==> src/rtl/qam16_byte_packer_if.sv <==
// Byte-stream output bus of qam16_byte_packer: show-ahead valid/ready with end-of-frame marker.
interface qam16_byte_packer_if;
   logic [7:0] out_byte;
   logic       out_vld;
   logic       out_rdy;
   logic       out_last;

   modport master (output out_byte, output out_vld, output out_last, input out_rdy);
   modport slave  (input out_byte, input out_vld, input out_last, output out_rdy);
endinterface

==> src/rtl/qam16_byte_packer.sv <==
// Packs demapped 16-QAM nibbles into framed bytes and buffers them in a show-ahead FIFO.
// Optional feature: define QAM16_PACK_CHECKSUM_EN to append an XOR checksum byte per frame.
module qam16_byte_packer #(
   parameter int SYM_PER_FRAME = 64,
   parameter int FIFO_DEPTH    = 16,
   parameter int FIFO_AW       = 4
) (
   input  logic                clk,
   input  logic                rst,
   input  logic                frame_start,
   input  logic [3:0]          in_bits,
   input  logic                in_vld,
   qam16_byte_packer_if.master out_if,
   output logic                frame_done,
   output logic                overflow,
   output logic [FIFO_AW:0]    fifo_level
);
   localparam int CW = (SYM_PER_FRAME > 2) ? $clog2(SYM_PER_FRAME) : 1;
   localparam logic [CW-1:0]    LAST_SYM = CW'(SYM_PER_FRAME - 1);
   localparam logic [FIFO_AW:0] FULL_LVL = (FIFO_AW + 1)'(FIFO_DEPTH);

   typedef enum logic [2:0] {
      S_IDLE = 3'd0,
      S_HI   = 3'd1,
      S_LO   = 3'd2,
`ifdef QAM16_PACK_CHECKSUM_EN
      S_CSUM = 3'd3,
`endif
      S_DONE = 3'd4
   } state_t;

   state_t             r_state, w_state_nxt;
   logic [CW-1:0]      r_sym_cnt, w_sym_cnt_nxt;
   logic [3:0]         r_hi_nib, w_hi_nib_nxt;
   logic               w_push, w_push_last, w_frame_end;
   logic [7:0]         w_push_byte;
`ifdef QAM16_PACK_CHECKSUM_EN
   logic [7:0]         r_csum, w_csum_nxt;
`endif

   logic [8:0]         r_mem [FIFO_DEPTH];
   logic [FIFO_AW-1:0] r_wr_ptr, r_rd_ptr;
   logic [FIFO_AW:0]   r_level;
   logic               r_overflow, r_frame_done;
   logic               w_pop, w_full, w_wr, w_not_empty;
   logic [8:0]         w_head;

   // frame_start outranks everything, including a symbol arriving on the same cycle
   always_comb begin
      w_state_nxt   = r_state;
      w_sym_cnt_nxt = r_sym_cnt;
      w_hi_nib_nxt  = r_hi_nib;
      w_push        = 1'b0;
      w_push_byte   = 8'h00;
      w_push_last   = 1'b0;
      w_frame_end   = 1'b0;
`ifdef QAM16_PACK_CHECKSUM_EN
      w_csum_nxt    = r_csum;
`endif
      if (frame_start) begin
         w_sym_cnt_nxt = '0;
`ifdef QAM16_PACK_CHECKSUM_EN
         w_csum_nxt    = 8'h00;
`endif
         if (in_vld) begin
            w_hi_nib_nxt  = in_bits;
            w_sym_cnt_nxt = CW'(1);
            w_state_nxt   = S_LO;
         end else begin
            w_state_nxt   = S_HI;
         end
      end else begin
         case (r_state)
            S_HI: begin
               if (in_vld) begin
                  w_hi_nib_nxt  = in_bits;
                  w_sym_cnt_nxt = r_sym_cnt + CW'(1);
                  w_state_nxt   = S_LO;
               end
            end
            S_LO: begin
               if (in_vld) begin
                  w_push      = 1'b1;
                  w_push_byte = {r_hi_nib, in_bits};
`ifdef QAM16_PACK_CHECKSUM_EN
                  w_csum_nxt  = r_csum ^ {r_hi_nib, in_bits};
`endif
                  if (r_sym_cnt == LAST_SYM) begin
                     w_sym_cnt_nxt = '0;
`ifdef QAM16_PACK_CHECKSUM_EN
                     w_state_nxt   = S_CSUM;
`else
                     w_push_last   = 1'b1;
                     w_frame_end   = 1'b1;
                     w_state_nxt   = S_DONE;
`endif
                  end else begin
                     w_sym_cnt_nxt = r_sym_cnt + CW'(1);
                     w_state_nxt   = S_HI;
                  end
               end
            end
`ifdef QAM16_PACK_CHECKSUM_EN
            S_CSUM: begin
               w_push      = 1'b1;
               w_push_byte = r_csum;
               w_push_last = 1'b1;
               w_frame_end = 1'b1;
               w_state_nxt = S_DONE;
            end
`endif
            default: ;
         endcase
      end
   end

   always_ff @(posedge clk or posedge rst) begin
      if (rst) begin
         r_state   <= S_IDLE;
         r_sym_cnt <= '0;
`ifdef QAM16_PACK_CHECKSUM_EN
         r_csum    <= 8'h00;
`endif
      end else begin
         r_state   <= w_state_nxt;
         r_sym_cnt <= w_sym_cnt_nxt;
`ifdef QAM16_PACK_CHECKSUM_EN
         r_csum    <= w_csum_nxt;
`endif
      end
   end

   always_ff @(posedge clk) begin
      r_hi_nib <= w_hi_nib_nxt;
   end

   // A full FIFO still accepts a push when the head leaves on the same edge
   assign w_not_empty = (r_level != '0);
   assign w_pop       = out_if.out_rdy && w_not_empty;
   assign w_full      = (r_level == FULL_LVL);
   assign w_wr        = w_push && (!w_full || w_pop);

   always_ff @(posedge clk) begin
      if (w_wr) r_mem[r_wr_ptr] <= {w_push_last, w_push_byte};
   end

   always_ff @(posedge clk or posedge rst) begin
      if (rst) begin
         r_wr_ptr     <= '0;
         r_rd_ptr     <= '0;
         r_level      <= '0;
         r_overflow   <= 1'b0;
         r_frame_done <= 1'b0;
      end else begin
         if (w_wr)  r_wr_ptr <= r_wr_ptr + FIFO_AW'(1);
         if (w_pop) r_rd_ptr <= r_rd_ptr + FIFO_AW'(1);
         case ({w_wr, w_pop})
            2'b10:   r_level <= r_level + (FIFO_AW + 1)'(1);
            2'b01:   r_level <= r_level - (FIFO_AW + 1)'(1);
            default: r_level <= r_level;
         endcase
         if (frame_start)          r_overflow <= 1'b0;
         else if (w_push && !w_wr) r_overflow <= 1'b1;
         r_frame_done <= w_frame_end;
      end
   end

   // Head is masked while empty so reset drives the byte outputs to zero at once
   assign w_head          = r_mem[r_rd_ptr];
   assign out_if.out_vld  = w_not_empty;
   assign out_if.out_byte = w_not_empty ? w_head[7:0] : 8'h00;
   assign out_if.out_last = w_not_empty ? w_head[8] : 1'b0;
   assign frame_done      = r_frame_done;
   assign overflow        = r_overflow;
   assign fifo_level      = r_level;
endmodule
==> src/flat_wrapper.sv <==
// flat-port wrapper written by rule: the top's interface ports become plain ports
module qam16_byte_packer_flat 
#(
   parameter int SYM_PER_FRAME = 64,
   parameter int FIFO_DEPTH    = 16,
   parameter int FIFO_AW       = 4
)
  (clk, rst, frame_start, in_bits, in_vld, frame_done, overflow, fifo_level, out_if_out_byte, out_if_out_vld, out_if_out_last, out_if_out_rdy);
  qam16_byte_packer_if out_if_i ();
  input  logic clk;
  input  logic rst;
  input  logic frame_start;
  input  logic [3:0] in_bits;
  input  logic in_vld;
  output logic frame_done;
  output logic overflow;
  output logic [FIFO_AW:0] fifo_level;
  output wire logic [$bits(out_if_i.out_byte)-1:0] out_if_out_byte;
  output wire logic [$bits(out_if_i.out_vld)-1:0] out_if_out_vld;
  output wire logic [$bits(out_if_i.out_last)-1:0] out_if_out_last;
  input wire logic [$bits(out_if_i.out_rdy)-1:0] out_if_out_rdy;
  assign out_if_out_byte = out_if_i.out_byte;
  assign out_if_out_vld = out_if_i.out_vld;
  assign out_if_out_last = out_if_i.out_last;
  assign out_if_i.out_rdy = out_if_out_rdy;
  qam16_byte_packer #(.SYM_PER_FRAME(SYM_PER_FRAME), .FIFO_DEPTH(FIFO_DEPTH), .FIFO_AW(FIFO_AW)) u_core (.clk(clk), .rst(rst), .frame_start(frame_start), .in_bits(in_bits), .in_vld(in_vld), .out_if(out_if_i), .frame_done(frame_done), .overflow(overflow), .fifo_level(fifo_level));
endmodule
==> config.mk <==
export PLATFORM = sky130hd
export DESIGN_NAME = qam16_byte_packer_flat
export DESIGN_NICKNAME = d
export VERILOG_FILES = /design/src/rtl/qam16_byte_packer_if.sv /design/src/rtl/qam16_byte_packer.sv /design/src/flat_wrapper.sv
export SDC_FILE = /design/constraint.sdc
export NUM_CORES = 1
export LEC_CHECK = 0
export ABC_AREA = 1
export CORE_MARGIN = 4
export CORE_UTILIZATION = 45
export CTS_CLUSTER_SIZE = 24
export DETAILED_ROUTE_END_ITERATION = 6
export PLACE_DENSITY = 0.67
export SETUP_SLACK_MARGIN = 0.1
export SLEW_MARGIN = 20
export SYNTH_ARGS = -nofsm -noshare
export SYNTH_HDL_FRONTEND = slang
export SYNTH_SLANG_ARGS = --single-unit
==> constraint.sdc <==
create_clock -name clk -period 2.04 [get_ports clk]
set_input_delay 0.204 -clock clk [delete_from_list [all_inputs] [get_ports clk]]
set_output_delay 0.204 -clock clk [all_outputs]
set_load 0.05 [all_outputs]
# Yosys cells after proc, flatten, opt, wreduce, memory -nomap -nowiden
# Memories as Yosys holds them, arrays and structs flattened.
# Index checks and enable logic that the tools add are counted.
dict set report totals {
  in_bits 9
  reg_bits 28
  mem_bits_ro 0
  wordCells 66
  mem_count 1
  ramBits 144
  latchBits 0
}
dict set report op_classes {
  magnitude_cmp 0
  n_bitwise 0
  shifts 0
  eq_ne 8
  mul 0
  n_div 0
  n_mux 32
  reduce_logical 12
  n_addsub 5
}
# memory depth width read_ports rd_clocked_by_memory_dff write_ports line
set mem_list {}
lappend mem_list {u_core.r_mem 16 9 1 0 1 qam16_byte_packer.sv:41} ;# logic [8:0] r_mem [FIFO_DEPTH];
# operator n
set op_table {}
lappend op_table {{8-bit two-way mux} 4}
lappend op_table {{6-bit two-way mux} 4}
lappend op_table {{1-bit two-way mux} 13}
lappend op_table {{3-bit two-way mux} 4}
lappend op_table {{4-bit two-way mux} 3}
lappend op_table {{6-bit one-hot mux with 2 select lines} 1}
lappend op_table {{5-bit one-hot mux with 2 select lines} 1}
lappend op_table {{4-bit by 1-bit adder with 4-bit output, second input constant} 2}
lappend op_table {{6-bit by 1-bit adder with 6-bit output, second input constant} 1}
lappend op_table {{6-bit equality test, second input constant} 1}
lappend op_table {{3-bit != test, second input constant} 2}
lappend op_table {{3-bit one-hot mux with 2 select lines} 1}
lappend op_table {{2-bit nonzero test} 3}
lappend op_table {{5-bit by 1-bit adder with 5-bit output, second input constant} 1}
lappend op_table {{5-bit equality test, second input constant} 1}
lappend op_table {{5-bit nonzero test} 1}
lappend op_table {{5-bit by 1-bit subtractor with 5-bit output, second input constant} 1}
lappend op_table {{3-bit by 1-bit equality test with 1-bit output, second input constant} 1}
lappend op_table {{3-bit by 2-bit equality test with 1-bit output, second input constant} 1}
lappend op_table {{1-bit logical AND} 3}
lappend op_table {{3-bit AND reduction} 1}
lappend op_table {{3-bit nonzero test} 1}
lappend op_table {{2-bit by 1-bit equality test with 1-bit output, second input constant} 1}
lappend op_table {{2-bit equality test, second input constant} 1}
lappend op_table {{other kinds (3)} 4}

# Logic depth before layout (Yosys ltp)
# Gate-level depths: netlist (run 1).
dict set report depth {
  ltp_word 8
  depth_mapped 19
  ltp_nobuf 19
}

# Worst setup path after synthesis (run 1)
# OpenSTA, ideal clock, no wires.
dict set report synth_timing {
  path_kind {reg2reg}
  from {register u_core.r_level[0], in the netlist u_core.fifo_level[0]}
  to {register u_core.r_level[4], in the netlist u_core.fifo_level[4]}
  t_required_ns 1.913
  setup_slack_ns -0.578
  stages_incl_launch_ff 20
  t_arrival_ns 2.491
  setup_time_ns 0.127
  cell_sequence {dfrtp_1 nor2_1 nand2_1 nor2_4 inv_2 nand2_1 inv_2 ha_1 inv_1 nand2_1 nand2_1 ha_1 inv_1 nand2_1 nand3_1 nand2_1 nand2_1 nand2_1 nand2_1 o21ai_0}
}
dict set report synth_between {
  elab_chain_cells 6
  elab_cells_between_ends 12
  cone_classes {add/sub: 2; eq/ne: 3; mux: 1; reduce/logical: 6}
}
# item line
set synth_lines {}
lappend synth_lines {{start: declaration} qam16_byte_packer.sv:43} ;# logic [FIFO_AW:0] r_level;
lappend synth_lines {{start signal: assignment} qam16_byte_packer.sv:158} ;# 2'b10: r_level <= r_level + (FIFO_AW + 1)'(1);
lappend synth_lines {{start signal: assignment} qam16_byte_packer.sv:159} ;# 2'b01: r_level <= r_level - (FIFO_AW + 1)'(1);
lappend synth_lines {{start signal: assignment} qam16_byte_packer.sv:160} ;# default: r_level <= r_level;
lappend synth_lines {{5-bit nonzero test (*)} qam16_byte_packer.sv:138} ;# assign w_not_empty = (r_level != '0);
lappend synth_lines {{named net out_if_out_vld} flat_wrapper.sv:19} ;# output wire logic [$bits(out_if_i.out_vld)-1:0] out_if_out_vld;
lappend synth_lines {{1-bit logical AND (*)} qam16_byte_packer.sv:139} ;# assign w_pop = out_if.out_rdy && w_not_empty;
lappend synth_lines {{named net u_core.w_pop} qam16_byte_packer.sv:45} ;# logic w_pop, w_full, w_wr, w_not_empty;
lappend synth_lines {{1-bit logical OR} qam16_byte_packer.sv:141} ;# assign w_wr = w_push && (!w_full || w_pop);
lappend synth_lines {{1-bit logical AND} qam16_byte_packer.sv:141}
lappend synth_lines {{2-bit by 1-bit equality test with 1-bit output or 2-bit equality test (tied branches)} qam16_byte_packer.sv:157} ;# case ({w_wr, w_pop})
lappend synth_lines {{5-bit one-hot mux with 2 select lines or 2-bit nonzero test (tied branches)} -}
# Mark *: on every way through the listed nets, which the timed path passes. The rest lies on a longest branch.
# A chain may end at the register's enable or synchronous reset.

# Final worst setup path (run 1)
dict set report layout_timing {
  from {register u_core.r_rd_ptr[0]}
  to {output port out_if_out_byte[0]}
}
dict set report layout_between {
  elab_chain_cells 2
}
# item line
set layout_lines {}
lappend layout_lines {{start: declaration} qam16_byte_packer.sv:42} ;# logic [FIFO_AW-1:0] r_wr_ptr, r_rd_ptr;
lappend layout_lines {{start signal: assignment} qam16_byte_packer.sv:156} ;# if (w_pop) r_rd_ptr <= r_rd_ptr + FIFO_AW'(1);
lappend layout_lines {{memory read 16 x 9 bit} -}
lappend layout_lines {{8-bit two-way mux} qam16_byte_packer.sv:171} ;# assign out_if.out_byte = w_not_empty ? w_head[7:0] : 8'h00;
lappend layout_lines {{end: declaration} flat_wrapper.sv:18} ;# output wire logic [$bits(out_if_i.out_byte)-1:0] out_if_out_byte;
# No other way between the ends.

==> results of run 1 <==
## what timing repair did
| action | CTS | global route |
|---|---|---|
| gates cloned | 3 | 12 |
| endpoints found under the setup margin | 16 | 12 |
| endpoints found under the hold margin | 0 | 0 |
| pin swaps | 13 | 46 |
| buffers inserted | 5 | 14 |
| gates resized for setup | 54 | 73 |
## logic make-up (layout without fill, tap and decap cells)
kind of cell	count (synthesis)	count (layout)	synth area share [%]
adders and majority gates	10	10	1.675
AOI/OAI and AO/OA	27	27	1.960
xor gates and xnor gates	7	7	0.8209
and+or+nand+nor	404	404	23.86
buffers and inverters	68	187	4.138
DFF	172	172	67.55
## layout make-up
class	count	area (sq um)	share of cell area, %
Inverter	40	171.4	1.659
Clock buffer	17	425.4	4.118
Sequential cell	172	5051	48.89
Multi-Input combinational cell	448	2615	25.31
Clock inverter	14	225.2	2.180
Timing Repair Buffer	116	1573	15.22
Tap cell	216	270.3	2.616
## per-layer routing
metal	GRT usage [%]	part of all wire (%)	vias to the layer above
li1	-	-	2565
met5	0	0	-
met3	3.272	7.1	58
met4	9.035	3.6	0
met1	27.19	39	2756
met2	33.98	50	266
## through the flow
step / TNS, ns / power, W
after CTS: -1.717 / 0.01436
after detailed placement: -0.3531 / 0.01018
after global placement: -0.08802 / 0.01002
after floorplan: -0.3997 / 0.007777
after global routing: -2.905 / 0.01670
final: -2.160 / 0.01611
## registers in the layout, summed over array words and instances, names as in the netlist
signal / cells
u_core.r_mem: 144
u_core.r_sym_cnt: 6
u_core.frame_done: 1
u_core.r_hi_nib: 4
u_core.r_wr_ptr: 4
u_core.r_rd_ptr: 4
u_core.fifo_level: 5
u_core.r_state: 3
u_core.overflow: 1
## report_power, final
group          switching (W)  leakage [nW]  total (W)  internal [W]
combinational        0.00476          2.15    0.00833       0.00357
clock                0.00129         0.311    0.00356       0.00227
sequential          0.000195          1.66    0.00421       0.00401
## cells in the final DEF (no fill, tap or decap), types with 6 or more instances in the layout
cell	netlist	routed
nand2_2	1	31
buf_12	0	34
o21ai_1	4	6
nor2_1	30	14
nand3_2	2	39
nor2_2	2	16
dfrtp_1	24	19
buf_4	8	47
clkbuf_16	0	25
bufinv_16	0	6
o21ai_0	8	6
ha_1	10	6
clkdlybuf4s50_1	0	10
edfxtp_1	148	148
nand3_1	122	84
nand2_4	3	8
inv_1	34	30
nand2_1	232	197
buf_6	0	6
## path summary, 6_finish.rpt
kind / startpoint / endpoint / slack [ns] / cells past startpoint
max: u_core.r_rd_ptr[0] / out_if_out_byte[0] / -0.28 / 10
min: rst / u_core.fifo_level[4] / 0.09 / 2
max reg2reg: u_core.fifo_level[0] / u_core.fifo_level[4] / 0.03 / 19
min reg2reg: u_core.overflow / u_core.overflow / 0.50 / 2
max in group asynchronous: rst / u_core.r_sym_cnt[0] / 1.37 / 3
min in group clk: in_bits[2] / u_core.r_hi_nib[2] / 0.36 / 1
==> impl_metrics.py, run 1 <==
metrics = {
    "clock_network": {
        "cts_tree": "built",
        "clk_pin_slew_ns": 0.06,
        "clock-sinks": 172,
        "cts_root_buffer": "clkbuf_16",
        "hold_buffers": 0,
        "clk-insertion-delay-late_ns": 0.43,
        "clock_path_buffers": 2,
        "htree_levels": 4,
        "numCtsBuffers": 17,
    },
    "placement": {
        "hpwl_um": 11300,
        "dp_cells": 958,
        "post_dp_cell_area_sq_um": 8692,
        "port_buffers": 25,
        "gp_congestion": 0.8430,
        "place_ws_ns": -0.1476,
    },
    "critical_path": {
        "cp-start-kind": "flop",
        "critical_path.top_delay_family": "buffers and inverters",
        "critPathBufInv": 4,
        "path_class": "reg -> out",
        "cp_max_fo": 5,
        "crit_chain": "clkinv_4 > buf_12 > buf_8 > nand2_1 > nand3_1 > nand3_1 > nand2_1 > nand2_2 > a21oi_4 > buf_12",
        "slowest_delay_ns": 0.46,
        "arrival_ns": 2.11,
        "cp-end-kind": "output pin",
        "crit_path_top_delay_cell": "dfrtp_2",
        "required_ns": 1.84,
    },
    "flow_run": {
        "maxCapViolations": 0,
    },
    "logic_synthesis": {
        "avgSynthCellArea_sq_um": 10.86,
        "synth_area_sq_um": 7468,
        "syn_nets": 707,
        "synth-edff-count": 148,
        "synth_top_cell_by_area": "edfxtp_1",
        "ys.warnings.count": 0,
        "seq_area_frac_synth_pct": 67.55,
        "synthTopCellsByArea": "edfxtp_1, nand2_1, nand3_1, dfrtp_1, inv_1",
        "synth_cells": 688,
        "synth_seq_cells": 172,
        "synth_flop_cell": "edfxtp_1",
        "synth.distinct_cells": 34,
        "synth_common_cells": "nand2_1, edfxtp_1, nand3_1, inv_1, nor2_1",
        "yosysMostFrequentCell": "nand2_1",
        "synth_top_area_share_pct": 59.51,
        "async_reset_ff_share_pct": 13.95,
    },
    "floorplanning": {
        "coreArea_sq_um": 16060,
        "initial_core_util_pct": 46.51,
        "die_w_um": 136.8,
        "ioPinCount": 26,
        "die_area_sq_um": 18720,
        "rows": 46,
        "die_y_um": 136.8,
    },
    "drt": {
        "wirelength_um": 20890,
        "dr.pass1.iters": 5,
        "route.antenna.remaining_nets": 0,
        "drc": 0,
        "drtIter0Drc": 500,
        "viasPerCell": 5.518,
        "wl_per_cell_um": 20.42,
        "routed-via-count": 5645,
    },
    "min_path": {
        "hp-class": "in -> async",
    },
    "final_layout": {
        "fin_cells": 1023,
        "layout-area-overhead-vs-synth_pct": 38.33,
        "layout-drive-gt1-share_pct": 32.34,
        "antenna_cells": 0,
        "postLayoutCellArea_sq_um": 10330,
        "final_net_count": 814,
        "post-route-util_pct": 64.34,
        "nFillCells": 1112,
    },
    "global_route": {
        "grt_pass1_vias": 5165,
        "overflow": 0,
        "grt_max_degree": 25,
        "antenna_found_initial": 0,
        "grt_pass1_wl_um": 28520,
        "grt_usage_pct": 20.63,
    },
    "power_and_ir_drop": {
        "ir_drop_uv": 1046,
        "power_density_nw_per_um2": 1559,
        "p_leak_nw": 4.125,
    },
    "timing": {
        "period_needed_ns": 2.316,
        "rsz0062_at_grt": "yes",
        "finalSetupViolCount": 9,
        "worst_pin_slew_ns": 0.4947,
        "fin_ws_ns": -0.2761,
        "period_share_pct": 113.5,
        "final_hold_viol_count": 0,
        "skew_ns": 0.007745,
        "relSlewSlack_pct": 66.92,
        "max_freq_ghz": 0.4318,
        "holdWs_ns": 0.09155,
        "drv_slew": 0,
    },
    "status": {
        "status": "finished with violations",
        "violations": "negative setup slack",
    },
}
No activity file was read; power rests on OpenSTA's default activity.
==> run 2, diff against run 1 <==
DONT_BUFFER_PORTS = 1   (was unset)
PLACE_DENSITY = 0.65   (was 0.67)
==> run 2 against run 1 <==
  * The run still ends with negative setup slack left
  * Clock skew up 0.0052 ns
  * Register-to-register slack improved by 0.04 ns
  * Count of clock-buffer cells in the layout unchanged
  * Combinational power is 20% lower
  * Non-clock buffer count decreased by 32
  * Worst hold slack got worse by 0.086 ns
  * First-iteration DRC count grew 20%
  * Sequential power barely moved
  * Total power down 14%
  * Cell count is 3.0% lower
  * Wire length fell by 8.8%
  * Largest cell class unchanged
  * Global-route usage decreased by 0.53 points
==> impl_metrics.py, run 2 (synthesis gave the netlist of run 1 again) <==
metrics = {
    "status": {
        "status": "finished with violations",
        "violations": "negative setup slack",
    },
    "drt": {
        "drc": 0,
        "wirelength_um": 19060,
        "route.antenna.remaining_nets": 0,
        "viasPerCell": 5.391,
        "drtIter0Drc": 598,
        "routed-via-count": 5348,
        "dr.pass1.iters": 4,
        "wl_per_cell_um": 19.21,
    },
    "timing": {
        "drv_slew": 0,
        "relSlewSlack_pct": 66.49,
        "skew_ns": 0.01294,
        "max_freq_ghz": 0.4336,
        "rsz0062_at_grt": "yes",
        "final_hold_viol_count": 0,
        "period_share_pct": 113.1,
        "period_needed_ns": 2.306,
        "fin_ws_ns": -0.2663,
        "finalSetupViolCount": 9,
        "fin_setup_tns_ns": -1.934,
        "worst_pin_slew_ns": 0.5027,
    },
    "global_route": {
        "met1_usage_pct": 27.63,
        "antenna_found_initial": 0,
        "grt_usage_pct": 20.09,
        "top_usage_layer": "met2",
        "gr-usage-met2_pct": 31.30,
        "overflow": 0,
        "grt_pass1_vias": 5060,
        "use_met3_pct": 5.000,
        "grt_max_degree": 38,
        "grt_pass1_wl_um": 27740,
    },
    "flow_run": {
        "maxCapViolations": 0,
    },
    "critical_path": {
        "regToRegSetupSlack_ns": 0.07,
        "r2r_end": "u_core.fifo_level[4]",
        "critical_path.top_delay_family": "buffers and inverters",
        "crit_chain": "buf_12 > clkinv_16 > buf_12 > clkbuf_16 > nand2_1 > nand3_2 > nand3_2 > nand2_2 > nand2_1 > a21oi_2 > buf_6",
        "slowest_delay_ns": 0.42,
        "reg2reg_depth": 18,
        "arrival_ns": 2.10,
        "required_ns": 1.84,
        "cp-start-kind": "flop",
        "cp-end-kind": "output pin",
        "cp_max_fo": 7,
        "path_class": "reg -> out",
        "crit_path_top_delay_cell": "dfrtp_2",
        "critPathBufInv": 5,
        "r2r-start": "u_core.fifo_level[0]",
    },
    "final_layout": {
        "layout-drive-gt1-share_pct": 26.55,
        "antenna_cells": 0,
        "layout.cells.most_common": "nand2_1",
        "fin_cells": 992,
        "post-route-util_pct": 58.98,
        "regMostFlops": "u_core.r_mem",
        "layout-area-overhead-vs-synth_pct": 26.81,
        "largest_register_ffs": 144,
        "nFillCells": 1311,
        "postLayoutCellArea_sq_um": 9470,
        "final_cell_mix": "nand2_1, edfxtp_1, nand3_1, buf_4, inv_1",
        "final_net_count": 782,
    },
    "clock_network": {
        "cts_root_buffer": "clkbuf_16",
        "clock_path_buffers": 2,
        "clock-sinks": 172,
        "cts_tree": "built",
        "clk_pin_slew_ns": 0.07,
        "htree_levels": 4,
        "numCtsBuffers": 17,
        "clk-insertion-delay-late_ns": 0.43,
    },
    "power_and_ir_drop": {
        "switching_share_pct": 41.13,
        "pwr-share-clk_pct": 21.4,
        "switching_power_w": 0.005703,
        "p_leak_nw": 3.763,
        "p_int_w": 0.008163,
        "comb_power_share_pct": 48.3,
        "power_density_nw_per_um2": 1464,
        "ir_drop_uv": 1531,
        "power.share.sequential_pct": 30.4,
    },
    "floorplanning": {
        "die_area_sq_um": 18720,
        "ioPinCount": 26,
        "initial_core_util_pct": 46.51,
        "rows": 46,
        "coreArea_sq_um": 16060,
        "die_y_um": 136.8,
        "die_w_um": 136.8,
    },
    "placement": {
        "hpwl_um": 10770,
        "dp_cells": 931,
        "post_dp_cell_area_sq_um": 8152,
        "port_buffers": 0,
        "place_ws_ns": 0.007997,
        "gp_congestion": 0.8814,
    },
    "min_path": {
        "worstHoldEndpoint": "u_core.overflow",
        "hp-class": "in -> reg",
        "hp-start": "out_if_out_rdy",
        "hold_depth": 3,
    },
}
[run 2: changes by cell type in the layout (fill, tap and decap cells not counted), moves of 6 or more]
cell	change
dlygate4sd3_1	+8
bufinv_16	-6
nand2_2	-12
nand3_1	+18
nand3_2	-17
buf_12	-26
clkdlybuf4s50_1	-10
nand2_1	+14
[run 2: per-stage QoR]
stage / hold slack, ns / power (W)
2_1_floorplan: 0.2183 / 0.007777
3_3_place_gp: 0.08003 / 0.009212
3_5_place_dp: 0.1018 / 0.009305
4_1_cts: 0.01852 / 0.01294
5_1_grt: 0.01261 / 0.01453
6_report: 0.005712 / 0.01387
[run 2: how the worst max path moves through the flow]
stage	start	end	depth (start not counted)
detailed placement	u_core.fifo_level[3]	u_core.fifo_level[4]	18
global placement	u_core.fifo_level[2]	u_core.fifo_level[4]	18
CTS	u_core.r_rd_ptr[0]	out_if_out_byte[6]	10
global route	u_core.r_rd_ptr[0]	out_if_out_byte[1]	11
finish	u_core.r_rd_ptr[0]	out_if_out_byte[1]	11
floorplan	u_core.fifo_level[3]	u_core.fifo_level[4]	18
[run 2: worst min-delay path, delay by kind of cell]
| kind | cells | cell delay [ns] |
|---|---|---|
| and+or+nand+nor | 2 | 0.11 |
| AOI/OAI and AO/OA | 1 | 0.08 |
[run 2: area by class of cell]
cell class / instances / area, sq um / area share, %
Inverter: 40 / 192.7 / 2.035
Timing Repair Buffer: 84 / 992.2 / 10.48
Clock buffer: 17 / 425.4 / 4.492
Tap cell: 216 / 270.3 / 2.854
Sequential cell: 172 / 5052 / 53.35
Clock inverter: 15 / 120.1 / 1.268
Multi-Input combinational cell: 448 / 2417 / 25.53
[run 2: power groups by stage]
stage          registers (W)  clock network, W  logic (W)
3_3_place_gp         0.00425                 0    0.00497
3_5_place_dp         0.00426                 0    0.00504
6_report             0.00421           0.00296    0.00670
2_1_floorplan        0.00441                 0    0.00337
5_1_grt              0.00423           0.00314    0.00716
4_1_cts              0.00422           0.00301    0.00570
[run 2: repair_timing]
| action | in CTS | in global routing |
|---|---|---|
| gates resized for setup | 34 | 50 |
| hold buffers | 8 | 0 |
| buffers inserted | 6 | 4 |
| endpoints found under the setup margin | 13 | 13 |
| endpoints found under the hold margin | 16 | 0 |
| cloned | 3 | 8 |
| pin swaps | 12 | 13 |
[run 2: per-layer routing]
metal  share of wire, %  vias to the layer above  wire (um)
li1                   -                     2502          -
met1                 43                     2613       8143
met2                 47                      204       9049
met3                7.5                       29       1432
met4                2.3                        0        430
met5                  0                        -          0
==> run 3, diff against run 2 <==
CORE_MARGIN = unset   (was 4)
==> run 3 against run 2 <==
  * The run still ends with negative setup slack left
  * Die area fell by 8.6%
  * Wire length shrank 5.2%
  * Count of clock-buffer cells in the layout grew 1
  * Sequential cell count is the same
  * Critical path depth decreased by 1
  * Cell count down 0.10%
  * Fmax is 3.7% higher
  * Worst hold slack better by 0.038 ns
  * First-iteration DRC count fell by 9.2%
  * Utilization hardly changed
  * Largest power group unchanged
==> impl_metrics.py, run 3 (synthesis gave the netlist of run 1 again) <==
metrics = {
    "status": {
        "status": "finished with violations",
        "violations": "negative setup slack",
    },
    "placement": {
        "dp_cells": 930,
        "port_buffers": 0,
        "hpwl_um": 10490,
        "gp_congestion": 0.9051,
        "place_ws_ns": -0.02354,
    },
    "floorplanning": {
        "die_y_um": 130.8,
        "die_area_sq_um": 17120,
        "die_w_um": 130.8,
        "initial_core_util_pct": 46.51,
        "rows": 46,
        "coreArea_sq_um": 16060,
        "ioPinCount": 26,
    },
    "power_and_ir_drop": {
        "pwr-share-clk_pct": 21.8,
        "switching_power_w": 0.005609,
        "ir_drop_uv": 1291,
        "p_leak_nw": 3.767,
        "power_density_nw_per_um2": 1468,
        "fin_total_pwr_w": 0.01389,
        "power.share.sequential_pct": 30.3,
        "p_int_w": 0.008284,
        "switching_share_pct": 40.37,
        "comb_power_share_pct": 47.9,
    },
    "final_layout": {
        "regMostFlops": "u_core.r_mem",
        "largest_register_ffs": 144,
        "final_net_count": 782,
        "antenna_cells": 0,
        "final_cell_mix": "nand2_1, edfxtp_1, nand3_1, buf_4, inv_1",
        "nFillCells": 1264,
        "seq_area_sq_um": 5051,
        "layout.cells.most_common": "nand2_1",
        "layout-drive-gt1-share_pct": 26.45,
        "fin_cells": 991,
        "multi_input_area_sq_um": 2447,
        "layout-area-overhead-vs-synth_pct": 26.72,
    },
    "global_route": {
        "grt_max_degree": 38,
        "grt_usage_pct": 22.55,
        "antenna_found_initial": 0,
        "grt_pass1_wl_um": 27780,
        "overflow": 0,
        "grt_pass1_vias": 5158,
    },
    "timing": {
        "skew_ns": 0.01326,
        "rsz0062_at_grt": "yes",
        "relSlewSlack_pct": 65.03,
        "worst_pin_slew_ns": 0.5239,
        "final_hold_viol_count": 0,
        "fin_setup_tns_ns": -1.340,
        "period_needed_ns": 2.223,
        "fin_ws_ns": -0.1830,
        "drv_slew": 0,
        "max_freq_ghz": 0.4498,
        "finalSetupViolCount": 10,
        "period_share_pct": 109.0,
    },
    "drt": {
        "highest_layer": "met4",
        "drtIter0Drc": 543,
        "dr.pass1.iters": 5,
        "met2_wirelength_um": 8255,
        "routed-via-count": 5249,
        "wl_per_cell_um": 18.23,
        "wl_met3_um": 1298,
        "viasPerCell": 5.297,
        "m1WireLength_um": 8127,
        "drc": 0,
        "wirelength_um": 18060,
        "route.antenna.remaining_nets": 0,
    },
    "critical_path": {
        "arrival_ns": 2.02,
        "r2r_end": "u_core.fifo_level[2]",
        "required_ns": 1.84,
        "r2r-start": "u_core.fifo_level[1]",
        "cp_max_fo": 9,
        "regToRegSetupSlack_ns": -0.01,
        "path_class": "reg -> out",
        "cp-start-kind": "flop",
        "reg2reg_depth": 15,
        "cp-end-kind": "output pin",
    },
    "clock_network": {
        "clock-sinks": 172,
        "clk_pin_slew_ns": 0.06,
        "clk-insertion-delay-late_ns": 0.43,
        "cts_tree": "built",
        "cts_root_buffer": "clkbuf_16",
        "htree_levels": 4,
        "numCtsBuffers": 17,
        "clock_path_buffers": 2,
    },
    "min_path": {
        "worstHoldEndpoint": "u_core.overflow",
        "hp-start": "out_if_out_rdy",
        "hp-class": "in -> reg",
        "hold_depth": 3,
    },
    "flow_run": {
        "maxCapViolations": 0,
    },
}
run 3: changes by cell type in the layout (fill, tap and decap cells not counted), sizes merged:
cell / previous run / this run
inv: 40 / 41
clkinvlp: 6 / 3
clkbuf: 25 / 22
bufinv: 0 / 1
clkinv: 9 / 8
buf: 68 / 72
run 3: metrics by stage:
stage | instance area (sq um) | hold WS [ns] | utilization (%)
global route | 9464 | 0.06859 | 58.94
finish | 9464 | 0.04334 | 58.94
detailed placement | 8144 | 0.1554 | 50.72
floorplan | 7556 | 0.2183 | -
CTS | 9121 | 0.0004987 | 56.80
global placement | 8144 | 0.1492 | 50.72
run 3: worst max-delay path by stage:
stage | startpoint | cells after the start | endpoint | slack [ns]
after detailed placement | u_core.fifo_level[3] | 18 | u_core.fifo_level[4] | -0.02
final | u_core.r_rd_ptr[0] | 10 | out_if_out_byte[3] | -0.18
after CTS | u_core.r_rd_ptr[0] | 9 | out_if_out_byte[3] | -0.18
after floorplan | u_core.fifo_level[3] | 18 | u_core.fifo_level[4] | -0.25
after global placement | u_core.fifo_level[3] | 18 | u_core.fifo_level[4] | 0.06
after global routing | u_core.r_rd_ptr[0] | 10 | out_if_out_byte[6] | -0.25
run 3: cell type report:
type                       instances  share of cell area [%]
clock buffer                      18                   4.535
clock inverter                    13                   1.243
inverter                          40                   1.811
multi-input combinational        448                   25.86
sequential                       172                   53.37
tap                              216                   2.856
timing repair buffer              84                   10.33
run 3: power by group through the flow:
stage	combinational (W)	sequential (W)	clock, W
2_1_floorplan	0.00337	0.00441	0
3_3_place_gp	0.00488	0.00425	0
3_5_place_dp	0.00499	0.00426	0
4_1_cts	0.00589	0.00421	0.00306
5_1_grt	0.00716	0.00424	0.00318
6_report	0.00666	0.00421	0.00303
run 3: routing by layer:
layer,up-vias,global-route usage (%)
li1,2496,-
met1,2545,30.67
met2,182,35.54
met3,26,4.967
met4,0,8.452
met5,-,0
run 3: critical path, stage by stage, from the launching register on:
cell	delay (ns)
dfrtp_2	0.46
clkinv_4	0.13
buf_12	0.12
clkbuf_16	0.15
nand2_1	0.06
nand3_1	0.07
nand3_1	0.07
nand2_1	0.07
nand2_1	0.07
a21oi_1	0.17
buf_4	0.21
run 3: timing repair:
item / in CTS / in global routing
endpoints found under the hold margin: 19 / 0
setup endpoints to repair: 12 / 13
pin swaps: 14 / 28
gates resized for setup: 41 / 48
gates cloned: 5 / 4
hold buffers: 8 / 0
buffers inserted: 5 / 8
